==> config.mk <==
export PLATFORM = sky130hd
export DESIGN_NAME = fwu_rsp_arb_flat
export DESIGN_NICKNAME = d
export VERILOG_FILES = /design/src/rtl/fwu_pkg.sv /design/src/rtl/fwu_rsp_arb_if.sv /design/src/rtl/fwu_rr_pick.sv /design/src/rtl/fwu_rsp_arb.sv /design/src/flat_wrapper.sv
export SDC_FILE = /design/constraint.sdc
export NUM_CORES = 1
export LEC_CHECK = 0
export CAP_MARGIN = 20
export CELL_PAD_IN_SITES_DETAIL_PLACEMENT = 1
export CELL_PAD_IN_SITES_GLOBAL_PLACEMENT = 1
export CORE_ASPECT_RATIO = 0.8
export CORE_UTILIZATION = 32
export DETAILED_ROUTE_END_ITERATION = 10
export HOLD_SLACK_MARGIN = 0.06
export PLACE_DENSITY = 0.78
export SLEW_MARGIN = 20
export SYNTH_ARGS = -nofsm -noshare
export SYNTH_HDL_FRONTEND = slang
export SYNTH_HIERARCHICAL = 1
export SYNTH_SLANG_ARGS = --single-unit
==> constraint.sdc <==
create_clock -name clk -period 3.25 [get_ports clk]
set_clock_uncertainty 0.1 [all_clocks]
set_input_delay 0.65 -clock clk [delete_from_list [all_inputs] [get_ports clk]]
set_output_delay 0.65 -clock clk [all_outputs]
set_load 0.005 [all_outputs]
==> src/rtl/fwu_pkg.sv <==
// Shared types and constants for the firmware-update response arbiter.
package fwu_pkg;

  localparam int unsigned FWU_MAX_REQ = 8;
  localparam int unsigned FWU_ID_W    = 3;

  typedef enum logic [1:0] {
    ST_ARB,
    ST_HDR,
    ST_PAY,
    ST_PAD
  } fwu_st_e;

  // Requester index following id, wrapping at n.
  function automatic logic [FWU_ID_W-1:0] fwu_next_id(input logic [FWU_ID_W-1:0] id,
                                                      input int unsigned n);
    if (32'(id) == n - 1) return '0;
    return id + FWU_ID_W'(1);
  endfunction

endpackage

==> src/rtl/fwu_rsp_arb_if.sv <==
// Requester-side and transmitter-side signals of the response arbiter.
interface fwu_rsp_arb_if #(
  parameter int unsigned N_REQ = 2
);
  import fwu_pkg::*;

  logic [N_REQ-1:0]        req_valid;
  logic [N_REQ-1:0]        req_ready;
  logic [N_REQ-1:0][7:0]   req_type;
  logic [N_REQ-1:0][15:0]  req_seq;
  logic [N_REQ-1:0][15:0]  req_len;
  logic [N_REQ-1:0][7:0]   req_data;
  logic [N_REQ-1:0]        req_data_valid;
  logic [N_REQ-1:0]        req_end;
  logic [N_REQ-1:0]        req_data_ready;

  logic                    tx_rsp_valid;
  logic [7:0]              tx_rsp_type;
  logic [15:0]             tx_rsp_seq;
  logic [15:0]             tx_rsp_len;
  logic [7:0]              tx_rsp_data;
  logic                    tx_rsp_data_valid;
  logic                    tx_rsp_end;
  logic                    tx_rsp_ready;
  logic                    tx_rsp_data_ready;

  logic [FWU_ID_W-1:0]     grant_id;
  logic                    busy;
  logic                    err_timeout;
  logic                    err_early_end;

  modport master (
    input  req_valid, req_type, req_seq, req_len, req_data, req_data_valid, req_end,
    input  tx_rsp_ready, tx_rsp_data_ready,
    output req_ready, req_data_ready,
    output tx_rsp_valid, tx_rsp_type, tx_rsp_seq, tx_rsp_len,
    output tx_rsp_data, tx_rsp_data_valid, tx_rsp_end,
    output grant_id, busy, err_timeout, err_early_end
  );

  modport slave (
    output req_valid, req_type, req_seq, req_len, req_data, req_data_valid, req_end,
    output tx_rsp_ready, tx_rsp_data_ready,
    input  req_ready, req_data_ready,
    input  tx_rsp_valid, tx_rsp_type, tx_rsp_seq, tx_rsp_len,
    input  tx_rsp_data, tx_rsp_data_valid, tx_rsp_end,
    input  grant_id, busy, err_timeout, err_early_end
  );

endinterface

==> src/rtl/fwu_rr_pick.sv <==
// Combinational round-robin search: first set request at or above ptr, wrapping.
module fwu_rr_pick
  import fwu_pkg::*;
#(
  parameter int unsigned N_REQ = 2
) (
  input  logic [N_REQ-1:0]    req,
  input  logic [FWU_ID_W-1:0] ptr,
  output logic [FWU_ID_W-1:0] idx,
  output logic                any
);

  logic [FWU_MAX_REQ-1:0] req_x;
  logic [FWU_ID_W:0]      sum;
  logic [FWU_ID_W-1:0]    j;
  logic                   found;

  assign req_x = FWU_MAX_REQ'(req);
  assign any   = |req;

  always_comb begin
    idx   = '0;
    found = 1'b0;
    sum   = '0;
    j     = '0;
    for (int unsigned k = 0; k < N_REQ; k++) begin
      sum = {1'b0, ptr} + (FWU_ID_W + 1)'(k);
      if (sum >= (FWU_ID_W + 1)'(N_REQ)) sum = sum - (FWU_ID_W + 1)'(N_REQ);
      j = sum[FWU_ID_W-1:0];
      if (!found && req_x[j]) begin
        found = 1'b1;
        idx   = j;
      end
    end
  end

endmodule

==> src/rtl/fwu_rsp_arb.sv <==
// Round-robin arbiter granting one requester a whole response frame (header then payload).
module fwu_rsp_arb
  import fwu_pkg::*;
#(
  parameter int unsigned N_REQ       = 2,
  parameter int unsigned TIMEOUT_CYC = 4096
) (
  input logic          clk,
  input logic          rst_n,
  fwu_rsp_arb_if.master bus
);

  localparam int unsigned SEL_W = $clog2(N_REQ);

  fwu_st_e             st_q, st_d;
  logic [FWU_ID_W-1:0] grant_q, grant_d, rr_q, rr_d, pick_idx;
  logic                pick_any;
  logic [15:0]         byte_q, byte_d, len_q, len_d, byte_inc;
  logic [31:0]         stall_q, stall_d;
  logic [SEL_W-1:0]    gsel;
  logic                last_byte, pay_hs, stall_hit;

  fwu_rr_pick #(
    .N_REQ (N_REQ)
  ) u_pick (
    .req (bus.req_valid),
    .ptr (rr_q),
    .idx (pick_idx),
    .any (pick_any)
  );

  assign gsel      = grant_q[SEL_W-1:0];
  assign byte_inc  = byte_q + 16'd1;
  assign last_byte = (byte_inc == len_q);
  assign pay_hs    = bus.req_data_valid[gsel] & bus.tx_rsp_data_ready;
  assign stall_hit = (TIMEOUT_CYC != 0) && (stall_q == 32'(TIMEOUT_CYC - 1));

  assign bus.tx_rsp_type = bus.req_type[gsel];
  assign bus.tx_rsp_seq  = bus.req_seq[gsel];
  assign bus.tx_rsp_len  = bus.req_len[gsel];
  assign bus.grant_id    = grant_q;
  assign bus.busy        = (st_q != ST_ARB);

  always_ff @(posedge clk or negedge rst_n) begin
    if (!rst_n) begin
      st_q    <= ST_ARB;
      grant_q <= '0;
      rr_q    <= '0;
      byte_q  <= '0;
      len_q   <= '0;
      stall_q <= '0;
    end else begin
      st_q    <= st_d;
      grant_q <= grant_d;
      rr_q    <= rr_d;
      byte_q  <= byte_d;
      len_q   <= len_d;
      stall_q <= stall_d;
    end
  end

  always_comb begin
    st_d                  = st_q;
    grant_d               = grant_q;
    rr_d                  = rr_q;
    byte_d                = byte_q;
    len_d                 = len_q;
    stall_d               = stall_q;
    bus.req_ready         = '0;
    bus.req_data_ready    = '0;
    bus.tx_rsp_valid      = 1'b0;
    bus.tx_rsp_data_valid = 1'b0;
    bus.tx_rsp_data       = bus.req_data[gsel];
    bus.tx_rsp_end        = bus.req_end[gsel];
    bus.err_timeout       = 1'b0;
    bus.err_early_end     = 1'b0;
    unique case (st_q)
      ST_ARB: begin
        if (pick_any) begin
          grant_d = pick_idx;
          st_d    = ST_HDR;
        end
      end
      ST_HDR: begin
        bus.tx_rsp_valid    = 1'b1;
        bus.req_ready[gsel] = bus.tx_rsp_ready;
        if (bus.tx_rsp_ready) begin
          if (bus.req_len[gsel] == 16'd0) begin
            st_d = ST_ARB;
            rr_d = fwu_next_id(grant_q, N_REQ);
          end else begin
            // Length is latched so the owner may retire its header fields.
            st_d    = ST_PAY;
            len_d   = bus.req_len[gsel];
            byte_d  = '0;
            stall_d = '0;
          end
        end
      end
      ST_PAY: begin
        bus.tx_rsp_data_valid    = bus.req_data_valid[gsel];
        bus.req_data_ready[gsel] = bus.tx_rsp_data_ready;
        if (pay_hs) begin
          byte_d            = byte_inc;
          stall_d           = '0;
          bus.err_early_end = bus.req_end[gsel] && (byte_inc < len_q);
          if (last_byte) begin
            st_d = ST_ARB;
            rr_d = fwu_next_id(grant_q, N_REQ);
          end
        end else if (stall_hit) begin
          bus.err_timeout = 1'b1;
          st_d            = ST_PAD;
        end else if (stall_q != '1) begin
          stall_d = stall_q + 32'd1;
        end
      end
      ST_PAD: begin
        bus.tx_rsp_data       = 8'h00;
        bus.tx_rsp_data_valid = 1'b1;
        bus.tx_rsp_end        = last_byte;
        if (bus.tx_rsp_data_ready) begin
          byte_d = byte_inc;
          if (last_byte) begin
            st_d = ST_ARB;
            rr_d = fwu_next_id(grant_q, N_REQ);
          end
        end
      end
      default: st_d = ST_ARB;
    endcase
  end

endmodule

==> src/flat_wrapper.sv <==
// flat-port wrapper written by rule: the top's interface ports become plain ports
module fwu_rsp_arb_flat import fwu_pkg::*;
#(
  parameter int unsigned N_REQ       = 2,
  parameter int unsigned TIMEOUT_CYC = 4096
)
  (clk, rst_n, bus_req_valid, bus_req_type, bus_req_seq, bus_req_len, bus_req_data, bus_req_data_valid, bus_req_end, bus_tx_rsp_ready, bus_tx_rsp_data_ready, bus_req_ready, bus_req_data_ready, bus_tx_rsp_valid, bus_tx_rsp_type, bus_tx_rsp_seq, bus_tx_rsp_len, bus_tx_rsp_data, bus_tx_rsp_data_valid, bus_tx_rsp_end, bus_grant_id, bus_busy, bus_err_timeout, bus_err_early_end);
  fwu_rsp_arb_if #(.N_REQ(N_REQ)) bus_i ();
  input logic clk;
  input logic rst_n;
  input wire logic [$bits(bus_i.req_valid)-1:0] bus_req_valid;
  input wire logic [$bits(bus_i.req_type)-1:0] bus_req_type;
  input wire logic [$bits(bus_i.req_seq)-1:0] bus_req_seq;
  input wire logic [$bits(bus_i.req_len)-1:0] bus_req_len;
  input wire logic [$bits(bus_i.req_data)-1:0] bus_req_data;
  input wire logic [$bits(bus_i.req_data_valid)-1:0] bus_req_data_valid;
  input wire logic [$bits(bus_i.req_end)-1:0] bus_req_end;
  input wire logic [$bits(bus_i.tx_rsp_ready)-1:0] bus_tx_rsp_ready;
  input wire logic [$bits(bus_i.tx_rsp_data_ready)-1:0] bus_tx_rsp_data_ready;
  output wire logic [$bits(bus_i.req_ready)-1:0] bus_req_ready;
  output wire logic [$bits(bus_i.req_data_ready)-1:0] bus_req_data_ready;
  output wire logic [$bits(bus_i.tx_rsp_valid)-1:0] bus_tx_rsp_valid;
  output wire logic [$bits(bus_i.tx_rsp_type)-1:0] bus_tx_rsp_type;
  output wire logic [$bits(bus_i.tx_rsp_seq)-1:0] bus_tx_rsp_seq;
  output wire logic [$bits(bus_i.tx_rsp_len)-1:0] bus_tx_rsp_len;
  output wire logic [$bits(bus_i.tx_rsp_data)-1:0] bus_tx_rsp_data;
  output wire logic [$bits(bus_i.tx_rsp_data_valid)-1:0] bus_tx_rsp_data_valid;
  output wire logic [$bits(bus_i.tx_rsp_end)-1:0] bus_tx_rsp_end;
  output wire logic [$bits(bus_i.grant_id)-1:0] bus_grant_id;
  output wire logic [$bits(bus_i.busy)-1:0] bus_busy;
  output wire logic [$bits(bus_i.err_timeout)-1:0] bus_err_timeout;
  output wire logic [$bits(bus_i.err_early_end)-1:0] bus_err_early_end;
  assign bus_i.req_valid = bus_req_valid;
  assign bus_i.req_type = bus_req_type;
  assign bus_i.req_seq = bus_req_seq;
  assign bus_i.req_len = bus_req_len;
  assign bus_i.req_data = bus_req_data;
  assign bus_i.req_data_valid = bus_req_data_valid;
  assign bus_i.req_end = bus_req_end;
  assign bus_i.tx_rsp_ready = bus_tx_rsp_ready;
  assign bus_i.tx_rsp_data_ready = bus_tx_rsp_data_ready;
  assign bus_req_ready = bus_i.req_ready;
  assign bus_req_data_ready = bus_i.req_data_ready;
  assign bus_tx_rsp_valid = bus_i.tx_rsp_valid;
  assign bus_tx_rsp_type = bus_i.tx_rsp_type;
  assign bus_tx_rsp_seq = bus_i.tx_rsp_seq;
  assign bus_tx_rsp_len = bus_i.tx_rsp_len;
  assign bus_tx_rsp_data = bus_i.tx_rsp_data;
  assign bus_tx_rsp_data_valid = bus_i.tx_rsp_data_valid;
  assign bus_tx_rsp_end = bus_i.tx_rsp_end;
  assign bus_grant_id = bus_i.grant_id;
  assign bus_busy = bus_i.busy;
  assign bus_err_timeout = bus_i.err_timeout;
  assign bus_err_early_end = bus_i.err_early_end;
  fwu_rsp_arb #(.N_REQ(N_REQ), .TIMEOUT_CYC(TIMEOUT_CYC)) u_core (.clk(clk), .rst_n(rst_n), .bus(bus_i));
endmodule
Word-level counts from Yosys, hierarchy flattened
Cells that the tools add are included.
{"block": "word_totals", "reg_bits": 72, "inputBits": 106, "output_inout_bits": 61, "word_cells": 130}
{"block": "op_classes", "add_sub_neg": 6, "order_cmp": 7, "n_eq_ne": 18, "n_mux": 73, "bitwise_logic": 4, "reduce_logical": 16}
{"operator": "2-to-1 mux 32 bit", "n": 5}
{"operator": "2-to-1 mux 16 bit", "n": 8}
{"operator": "case mux 32 bit (2 select lines)", "n": 1}
{"operator": "case mux 16 bit (3 select lines)", "n": 1}
{"operator": "2-to-1 mux 3 bit", "n": 14}
{"operator": "2-to-1 mux 8 bit", "n": 5}
{"operator": "adder 32 x 1 -> 32 bit (second input constant)", "n": 1}
{"operator": "== test 32 x 12 -> 1 bit (second input constant)", "n": 1}
{"operator": "inequality test 32 bit (second input constant)", "n": 1}
{"operator": "2-to-1 mux 1 bit", "n": 24}
{"operator": "2-to-1 mux 2 bit", "n": 9}
{"operator": "adder 16 x 1 -> 16 bit (second input constant)", "n": 1}
{"operator": "== test 16 bit", "n": 1}
{"operator": "zero test 16 bit", "n": 1}
{"operator": "< comparator 16 bit", "n": 1}
{"operator": "inequality test 2 x 1 -> 1 bit (second input constant)", "n": 5}
{"operator": "AND reduction 5 bit", "n": 2}
{"operator": "case mux 3 bit (3 select lines)", "n": 1}
{"operator": "< comparator 3 x 4 -> 1 bit (second input constant)", "n": 2}
{"operator": "case mux 2 bit (4 select lines)", "n": 1}
{"operator": "AND reduction 7 bit", "n": 1}
{"operator": "binary-select mux 1 bit (select 3 bit)", "n": 2}
{"operator": "inequality test 2 bit (second input constant)", "n": 3}
{"operator": "inequality test 3 x 1 -> 1 bit (second input constant)", "n": 2}
{"operator": "25 further kinds", "n": 31}

Depth between registers and ports, before layout
Gate-level depths: netlist (run 1).
{"block": "depth", "ltp_word": 10, "mapped_depth": 14}

By module
Netlist (run 1), hierarchy kept.
{"mod": "fwu_rsp_arb", "n_inst": 1, "cells_each": 578, "area_per_inst_um2": 5157.4, "seq_area_each_um2": 1801.7}
{"mod": "fwu_rr_pick", "n_inst": 1, "cells_each": 23, "area_per_inst_um2": 161.4, "seq_area_each_um2": 0.0}

Worst setup path after synthesis (run 1)
Ideal clock, no wire load.
{"block": "synth_timing", "kind": "register to output", "from": "reg u_core.byte_q[2]", "to": "out bus_tx_rsp_end", "arrival_time_ns": 2.655, "setup_slack_ns": -0.155, "path_stages_with_launch": 12, "n_path_buf": 2, "path_cell_list": "dfrtp_1 -> clkbuf_1 -> nand4_1 -> or2_1 -> clkbuf_1 -> or4_1 -> xnor2_1 -> ha_1 -> nand4_1 -> nor3_1 -> nand2_1 -> a21oi_1"}
{"block": "synth_between", "elab_chain_len": 3}
{"item": "start, declared", "line": "fwu_rsp_arb.sv:18", "text": "logic [15:0] byte_q, byte_d, len_q, len_d, byte_inc;"}
{"item": "start signal, assigned", "line": "fwu_rsp_arb.sv:56", "text": "byte_q <= byte_d;"}
{"item": "adder 16 x 1 -> 16 bit", "line": "fwu_rsp_arb.sv:33", "text": "assign byte_inc = byte_q + 16'd1;"}
{"item": "== test 16 bit", "line": "fwu_rsp_arb.sv:34", "text": "assign last_byte = (byte_inc == len_q);"}
{"item": "2-to-1 mux 1 bit", "line": "fwu_rsp_arb.sv:77", "text": "unique case (st_q)"}
{"item": "end, declared", "line": "flat_wrapper.sv:28", "text": "output wire logic [$bits(bus_i.tx_rsp_end)-1:0] bus_tx_rsp_end;"}
Every way passes these cells.

Worst setup path after layout (run 1)
{"block": "layout_timing", "from": "reg u_core.byte_q[1]", "to": "out bus_err_early_end"}
{"block": "layout_between", "elab_chain_len": 5}
{"item": "adder 16 x 1 -> 16 bit", "line": "fwu_rsp_arb.sv:33"}
{"item": "< comparator 16 bit", "line": "fwu_rsp_arb.sv:106", "text": "bus.err_early_end = bus.req_end[gsel] && (byte_inc < len_q);"}
{"item": "logical AND 1 bit", "line": "fwu_rsp_arb.sv:106"}
{"item": "2-to-1 mux 1 bit", "line": "fwu_rsp_arb.sv:103", "text": "if (pay_hs) begin"}
{"item": "2-to-1 mux 1 bit", "line": "fwu_rsp_arb.sv:77"}
{"item": "end, declared", "line": "flat_wrapper.sv:32", "text": "output wire logic [$bits(bus_i.err_early_end)-1:0] bus_err_early_end;"}
Every way passes these cells.

==> run summary, run 1 <==
In this run the remaining antenna-violating nets after routing total 0. The total count of max-transition violations in the final report came to 0. The via count came out at approximately 5700. The clock tree root buffer cell is sky130_fd_sc_hd__clkbuf_16. The die covers around 0.017 mm2. The detailed-route DRC error count is 0. From synthesis to final layout, the design area changed by 54.18%.

The number of distinct library cells after synthesis is 60. Setup repair after global routing could not meet its margin everywhere. The dominant synthesized flop cell is sky130_fd_sc_hd__dfrtp_1. The end point of the critical path is bus_err_early_end.

Sorting the synthesized cells by area gives the leading types as sky130_fd_sc_hd__dfrtp_1 (34%), sky130_fd_sc_hd__mux2_2 (9.7%), sky130_fd_sc_hd__ha_1 (5.2%). The final reports fail on negative setup slack. The synthesized flop and latch total is about 70. At the pin with the least slew margin, the transition time is a little under 700 ps. The count of buffers added on input and output ports is around 170.

The mean instance size in the synthesized netlist came out at 8.850 um2. After the first detailed-routing iteration, the DRC count stood at between 300 and 400. The die extent in y came out at approximately 120 um. The clock transition at the registers of the reported paths is approximately 60 ps. The maximum vdd drop came out at 0.3236 mV. The post-route cell area is between 0.008 and 0.009 mm2. The number of cells on the critical path came out at 13. For the worst setup path, the data required time is between 2000 and 3000 ps. Derived from the worst setup path, the maximum achievable clock frequency is 251.4 MHz. The boundary pin count came out at about 170. The pin count of the biggest net entering global routing came out at 68. Across every metal layer, demand over resource in global routing totals 24.44%. The cell taking the most area after synthesis is sky130_fd_sc_hd__dfrtp_1. The half-perimeter wire length after detailed placement came out at 15.18 mm. The slowest stage of the critical path belongs to the cell sky130_fd_sc_hd__dfrtp_1. The sum of routed wire length over all layers is roughly 21 mm.

The maximum buffer depth of the clock tree came out at 2. STA classifies the critical path endpoint as an output port. The first-pass GRT wire length came out at ~33 mm.

The number of antenna violations at the first check in global routing was 0. The number of failing setup endpoints in the final timing report is 5. The share of synthesized area occupied by flip-flops and latches is roughly 34%. The cell area that synthesis handed to floorplanning was around 0.0053 mm2. The final antenna diode count is 0. Clock tree synthesis found a total of 72 sinks. The die extent in x is about 150 um. The aggregate global routing overflow is 0.

Cells with a size suffix above 1 make up 22.21% of the layout. The worst setup path is launched from a flop. The final critical path time including I/O delays and setup came out at between 3000 and 4000 ps. The total cell area at the placement stage came out at 0.007581 mm2. The min-delay analysis places its worst path in the category flop to flop.

In this design, the largest share of critical-path delay is due to simple AND/OR/NAND/NOR gates. In the synthesized netlist, the number of instances is between 600 and 700. The total power is 5353 uW. The worst pin sits at a relative slew slack of between 50% and 60%. The startpoint identified for the worst register-to-register timing path is u_core/byte_q[1]. The depth of the worst register-to-register path is 16. The number of synthesis warnings is 6.

The final RePlAce weighted congestion is around 0.88. The routed wirelength normalized by instance count is between 20 and 25 um. The number of maximum-capacitance violations came out at 0. The combined buffer and inverter count along the critical path came out at 2. The setup path with the least slack is of type flop to output port. The number of filler cells placed in the layout came out at roughly 1800.

The CTS tree is yes. The area share of the largest cell type after synthesis came out at 33.87%. The routed via count divided by cell count came out at roughly 5.5.

In this run the critical register-to-register path is captured at u_core/rr_q[2]. The hold violation count in the final report is 0. The maximum net fanout on the critical path came out at 3. The largest stage delay on the critical path is around 400 ps.

The number of nets at the end of the flow came out at between 900 and 1000. The initial cell density of the core is between 30% and 40%. The setup slack on the worst flop-to-flop path is -70 ps. The beginning of the critical path is u_core/byte_q[1].

Leaving out fill and tap cells, the most frequent cell in the layout is sky130_fd_sc_hd__clkdlybuf4s50_1. The critical path data arrival time came out at around 3200 ps. The number of buffers added by the clock tree synthesis step is 9.

In this run the power density over the cells is about 650 mW/mm2. The async set-reset flop share out of synthesis came out at 100.0%. The number of flops mapped to enable cells by yosys is 0.

The core region is roughly 0.016 mm2. Walking the worst path, the cells encountered are buf_4 > ha_4 > nand4_1 > nor3_2 > nand3_1 > xnor2_2 > ha_1 > nor2b_1 > o21ai_1 > o311a_1 > o21ai_4 > a21oi_4 > buf_2. The number of global-route vias before repair is around 6000. The placement row count came out at slightly above 40. The deepest level of the CTS H-tree came out at 3. At the later pin of the worst-skew pair, clock insertion delay measures around 340 ps.

The final clock period utilization by the worst path came out at 122.4%. The leakage power came out at approximately 0.0036 uW. The post-layout worst setup margin came out at -728.4 ps.

In the layout the commonest cells are sky130_fd_sc_hd__clkdlybuf4s50_1 (163), sky130_fd_sc_hd__dfrtp_1 (71), sky130_fd_sc_hd__buf_4 (70). The run finished, with violations left. The first detailed-routing pass took 4 iterations.
## logic make-up (layout without fill, tap and decap cells)
| logic type | Yosys count | count (layout) | share of synthesized area [%] |
|---|---|---|---|
| simple gates | 220 | 220 | 21.52 |
| flops | 72 | 72 | 33.87 |
| fa+ha+maj | 22 | 22 | 5.175 |
| other cells | 1 | 2 | 0.07050 |
| xor+xnor | 14 | 14 | 2.305 |
| buf+inv | 76 | 298 | 6.375 |
| compound gates | 132 | 132 | 17.45 |
| mux | 64 | 64 | 13.22 |
## metal layers
layer | part of all wire, % | track usage [%]
met5 | 0 | 0
met4 | 1.6 | 5.664
met3 | 4.3 | 4.436
met2 | 51 | 43.54
met1 | 43 | 30.38
## Yosys cell counts (all sizes together) (2+ instances only)
library cell	instances
a211o	6
a211oi	2
a21o	7
a21oi	14
a22o	7
a31oi	5
a41oi	2
and2	5
and3	10
and4	6
buf	17
clkbuf	21
dfrtp	72
ha	22
inv	38
mux2	47
mux2i	17
nand2	60
nand2b	6
nand3	25
nand4	14
nor2	36
nor2b	7
nor3	17
nor4	19
nor4b	2
o21a	3
o21ai	40
o22a	2
o22ai	4
o31ai	28
o41ai	4
or2	7
or3	5
xnor2	13
## sequential cells by signal, indices dropped and copies added, names as in the netlist
| name | flops |
|---|---|
| u_core/stall_q | 32 |
| u_core/byte_q | 16 |
| u_core/len_q | 16 |
| u_core/bus.grant_id | 3 |
| u_core/rr_q | 3 |
| u_core/st_q | 2 |
## worst min path at each step
stage / slack, ps / cells past startpoint / startpoint / end
2_1_floorplan: 250 / 0 / rst_n / u_core/bus.grant_id[0]
3_5_place_dp: 390 / 1 / rst_n / u_core/stall_q[6]
4_1_cts: 420 / 1 / u_core/stall_q[10] / u_core/stall_q[10]
6_report: 410 / 1 / u_core/stall_q[10] / u_core/stall_q[10]
5_1_grt: 440 / 1 / u_core/stall_q[10] / u_core/stall_q[10]
3_3_place_gp: 390 / 1 / rst_n / u_core/stall_q[6]
## final cells by class
type                       instances  area [um2]  area share, %
clock inverter                     5       55.05         0.6713
multi-input combinational        454        3382          41.24
clock buffer                      11       252.7          3.082
timing repair buffer             244        2296          28.00
sequential                        72        1803          21.99
tap                              215       269.0          3.280
inverter                          38       142.6          1.739
## per-stage QoR
stage	instances	TNS (ps)	hold slack [ps]	setup WS [ps]	util [%]
5_1_grt	1039	-2425	444.4	-836.5	51.24
2_1_floorplan	602	0	254.4	82.23	-
3_5_place_dp	1008	-1630	390.1	-690.0	47.37
3_3_place_gp	1008	-940.3	388.3	-501.7	47.37
6_report	1039	-1574	414.2	-728.4	51.24
4_1_cts	1036	-965.6	416.0	-533.5	50.64
## repair_timing
item	in CTS	in global routing
pin swaps	17	14
setup buffers	12	4
hold buffers	1	0
endpoints found under the setup margin	6	8
endpoints found under the hold margin	5	0
gates resized for setup	35	14
## power by group
part | internal, uW | switching (uW) | total (uW) | leakage, uW
registers | 1120 | 189 | 1310 | 0.000882
logic | 1480 | 1530 | 3000 | 0.00254
clock network | 634 | 404 | 1040 | 0.000148
Power figures use the tool's default switching activity.
==> run 2: changes to the inputs <==
--- a/config.mk
+++ b/config.mk
@@ -9,10 +9,10 @@
 export CELL_PAD_IN_SITES_DETAIL_PLACEMENT = 1
 export CELL_PAD_IN_SITES_GLOBAL_PLACEMENT = 1
 export CORE_ASPECT_RATIO = 0.8
-export CORE_UTILIZATION = 32
+export CORE_UTILIZATION = 35
 export DETAILED_ROUTE_END_ITERATION = 10
 export HOLD_SLACK_MARGIN = 0.06
-export PLACE_DENSITY = 0.78
+export PLACE_DENSITY = 0.81
 export SLEW_MARGIN = 20
 export SYNTH_ARGS = -nofsm -noshare
 export SYNTH_HDL_FRONTEND = slang
==> constraint.sdc (replaced) <==
create_clock -name clk -period 4.57 [get_ports clk]
set_clock_uncertainty 0.1 [all_clocks]
set_input_delay 0.914 -clock clk [delete_from_list [all_inputs] [get_ports clk]]
set_output_delay 0.914 -clock clk [all_outputs]
set_load 0.005 [all_outputs]
==> run 2 against run 1 <==
  * Sequential cell count unchanged
  * Wire length decreased by 12%
  * Clock power fell by 27%
  * Via count shrank 5.3%
  * Worst hold slack improved by 19 ps
  * The flow now finishes without violations
==> run summary, run 2 (synthesized netlist as in run 1, its figures left out) <==
The register with the most flip-flops in the layout has 32 of them. TritonCTS built the clock tree. The setup slack on the worst flop-to-flop path is 1180 ps. In this run the power density over the cells is about 460 mW/mm2.

Routability-driven placement finished with a final weighted congestion of 0.9111. In the final layout, the registers with the most flip-flops are u_core/stall_q: 32 flops, u_core/byte_q: 16 flops, u_core/len_q: 16 flops. The endpoint class of the critical path is an output port. The half-perimeter wire length after detailed placement is 14.43 mm. Clock-pin slew was measured on the worst setup and hold paths at around 60 ps. The relative contribution of combinational cells to total power is between 40% and 50%. The share of power burned in registers came out at around 28%. The number of nets at the end of the flow came out at 890. The hold violation count in the final report came out at 0.

The total overflow left after global routing is 0. The relative area change from synthesis to final layout is 41.71%. The critical path data arrival time came out at 3530 ps. The internal power component came out at 2088 uW. The first routing iteration left approximately 280 violations. The switching power of the nets came out at between 1000 and 1500 uW. The routed wirelength normalized by instance count is 19.88 um. The number of maximum-capacitance violations came out at 0. At the pin with the least slew margin, the transition time is roughly 910 ps. The flow ran to the end, and the final reports show no timing, DRC or antenna violations. The die outline area came out at 0.01570 mm2. The critical path launch point type is a flop.

The clock network latency to the later pin of the worst-skew pair is between 300 and 400 ps. The number of failing setup endpoints in the final timing report is 0. The clock period could shrink to about 4500 ps. The floorplan step defined a core boundary enclosing 0.01454 mm2. Derived from the worst setup path, the maximum achievable clock frequency is between 200 and 250 MHz. The sum of routed wire length over all layers is ~19 mm. The number of global-route vias before repair came out at around 5600. The critical path is of the flop to output port type. The number of hold buffers added after CTS was 0. The net switching fraction of the power came out at about two fifths. In this run the static leakage power is roughly 0.0033 uW. The top cell types in the final layout, fill and taps aside, are sky130_fd_sc_hd__clkdlybuf4s50_1 (164), sky130_fd_sc_hd__dfrtp_1 (70), sky130_fd_sc_hd__nand2_1 (60).

The worst path required time is 3560 ps. The initial cell density of the core came out at between 30% and 40%. The routed layout has about 5400 vias. The clock tree root buffer cell is sky130_fd_sc_hd__clkbuf_16. The sink count of the clock tree came out at 72. The detailed-route DRC error count came out at 0.

In this run the remaining antenna-violating nets after routing total 0. The clock passes through at most 2 buffers. The deepest level of the CTS H-tree came out at 3.

The setup TNS came out at 0 ps. The first-pass GRT wire length is 29.70 mm. The total power came out at 3432 uW. The first detailed-routing pass ran for 5 iterations. The die extent in x is 139.8 um.

The pin count of the biggest net entering global routing is 52. More flip-flops sit in one register than any other, and that register is u_core/stall_q. Leaving out fill and tap cells, the most frequent cell in the layout is sky130_fd_sc_hd__clkdlybuf4s50_1. The overall fraction of global-route tracks in use is between 20% and 30%. In this run the worst path has a maximum fanout of 7. The worst slew margin relative to its limit is about two fifths. VDD sags by at most 0.2079 mV. The part of the total power dissipated in the clock network came out at roughly 22%. The die extent in y came out at roughly 110 um. The number of buffers added by the clock tree synthesis step came out at 9.

The routed via count divided by cell count is approximately 5.7. The number of buffers added on ports is 166. The placement row count came out at 39. In this run the count of I/O pins placed on the die edge is 167. The tightest min-delay check is of the flop to flop type. Of the available clock period, the critical path in the final layout requires about 100%.

The number of antenna violations at the first check in global routing came out at 0. The proportion of layout cells with a drive suffix above 1 is between 10% and 20%. The total count of max-transition violations in the final report came out at 0.
[run 2: final timing paths]
path,from,endpoint,cells after the start
min reg2reg,u_core/stall_q[11],u_core/stall_q[11],1
max,u_core/byte_q[5],bus_err_early_end,11
max in group asynchronous,rst_n,u_core/byte_q[2],2
min in group asynchronous,rst_n,u_core/stall_q[18],1
min,u_core/stall_q[11],u_core/stall_q[11],1
max reg2reg,u_core/bus.grant_id[0],u_core/byte_q[14],8
[run 2: stage by stage]
step	cell area, um2	util [%]	instances	hold slack (ps)	setup WS [ps]
floorplan	5323	-	602	367.9	901.3
global placement	7112	48.91	927	395.8	280.3
detailed placement	7112	48.91	927	423.3	155.7
CTS	7465	51.33	945	434.6	12.47
global route	7535	51.82	951	434.6	-78.92
finish	7537	51.83	952	432.8	22.06
[run 2: cell type report]
cell class | instances | area, um2
Clock buffer | 13 | 250.2
Fill cell | 1650 | 7004
Multi-Input combinational cell | 454 | 3229
Clock inverter | 3 | 65.06
Antenna cell | 1 | 2.502
Tap cell | 184 | 230.2
Inverter | 38 | 142.6
Timing Repair Buffer | 187 | 1813
Sequential cell | 72 | 1804
[run 2: what timing repair did]
action                     in CTS  in global routing
gates cloned                    0                  0
setup buffers                   2                  6
pin swaps                       0                  4
setup endpoints to repair       2                  2
resized for setup               6                  5
[run 2: power by group through the flow]
stage	Clock (uW)	Sequential (uW)	Combinational [uW]
2_1_floorplan	0	905	1040
3_3_place_gp	0	955	1520
3_5_place_dp	0	971	1610
4_1_cts	774	958	1660
5_1_grt	799	988	1860
6_report	760	964	1710
[run 2: layer usage]
layer	global-route usage, %	vias to the layer above	part of all wire, %
li1	-	2513	-
met1	28.79	2670	43
met2	43.27	171	50
met3	4.778	28	5.0
met4	7.179	0	2.0
met5	0	-	0
[run 2: worst max-delay path: stages (launching register included)]
cell	delay [ps]
sky130_fd_sc_hd__dfrtp_1	460
sky130_fd_sc_hd__nand4_1	340
sky130_fd_sc_hd__or4_1	650
sky130_fd_sc_hd__xnor2_2	230
sky130_fd_sc_hd__ha_1	290
sky130_fd_sc_hd__a21oi_1	160
sky130_fd_sc_hd__nor2b_1	60
sky130_fd_sc_hd__o21ai_0	170
sky130_fd_sc_hd__o311a_1	190
sky130_fd_sc_hd__o21ai_0	130
sky130_fd_sc_hd__a21oi_2	240
sky130_fd_sc_hd__dlygate4sd2_1	280
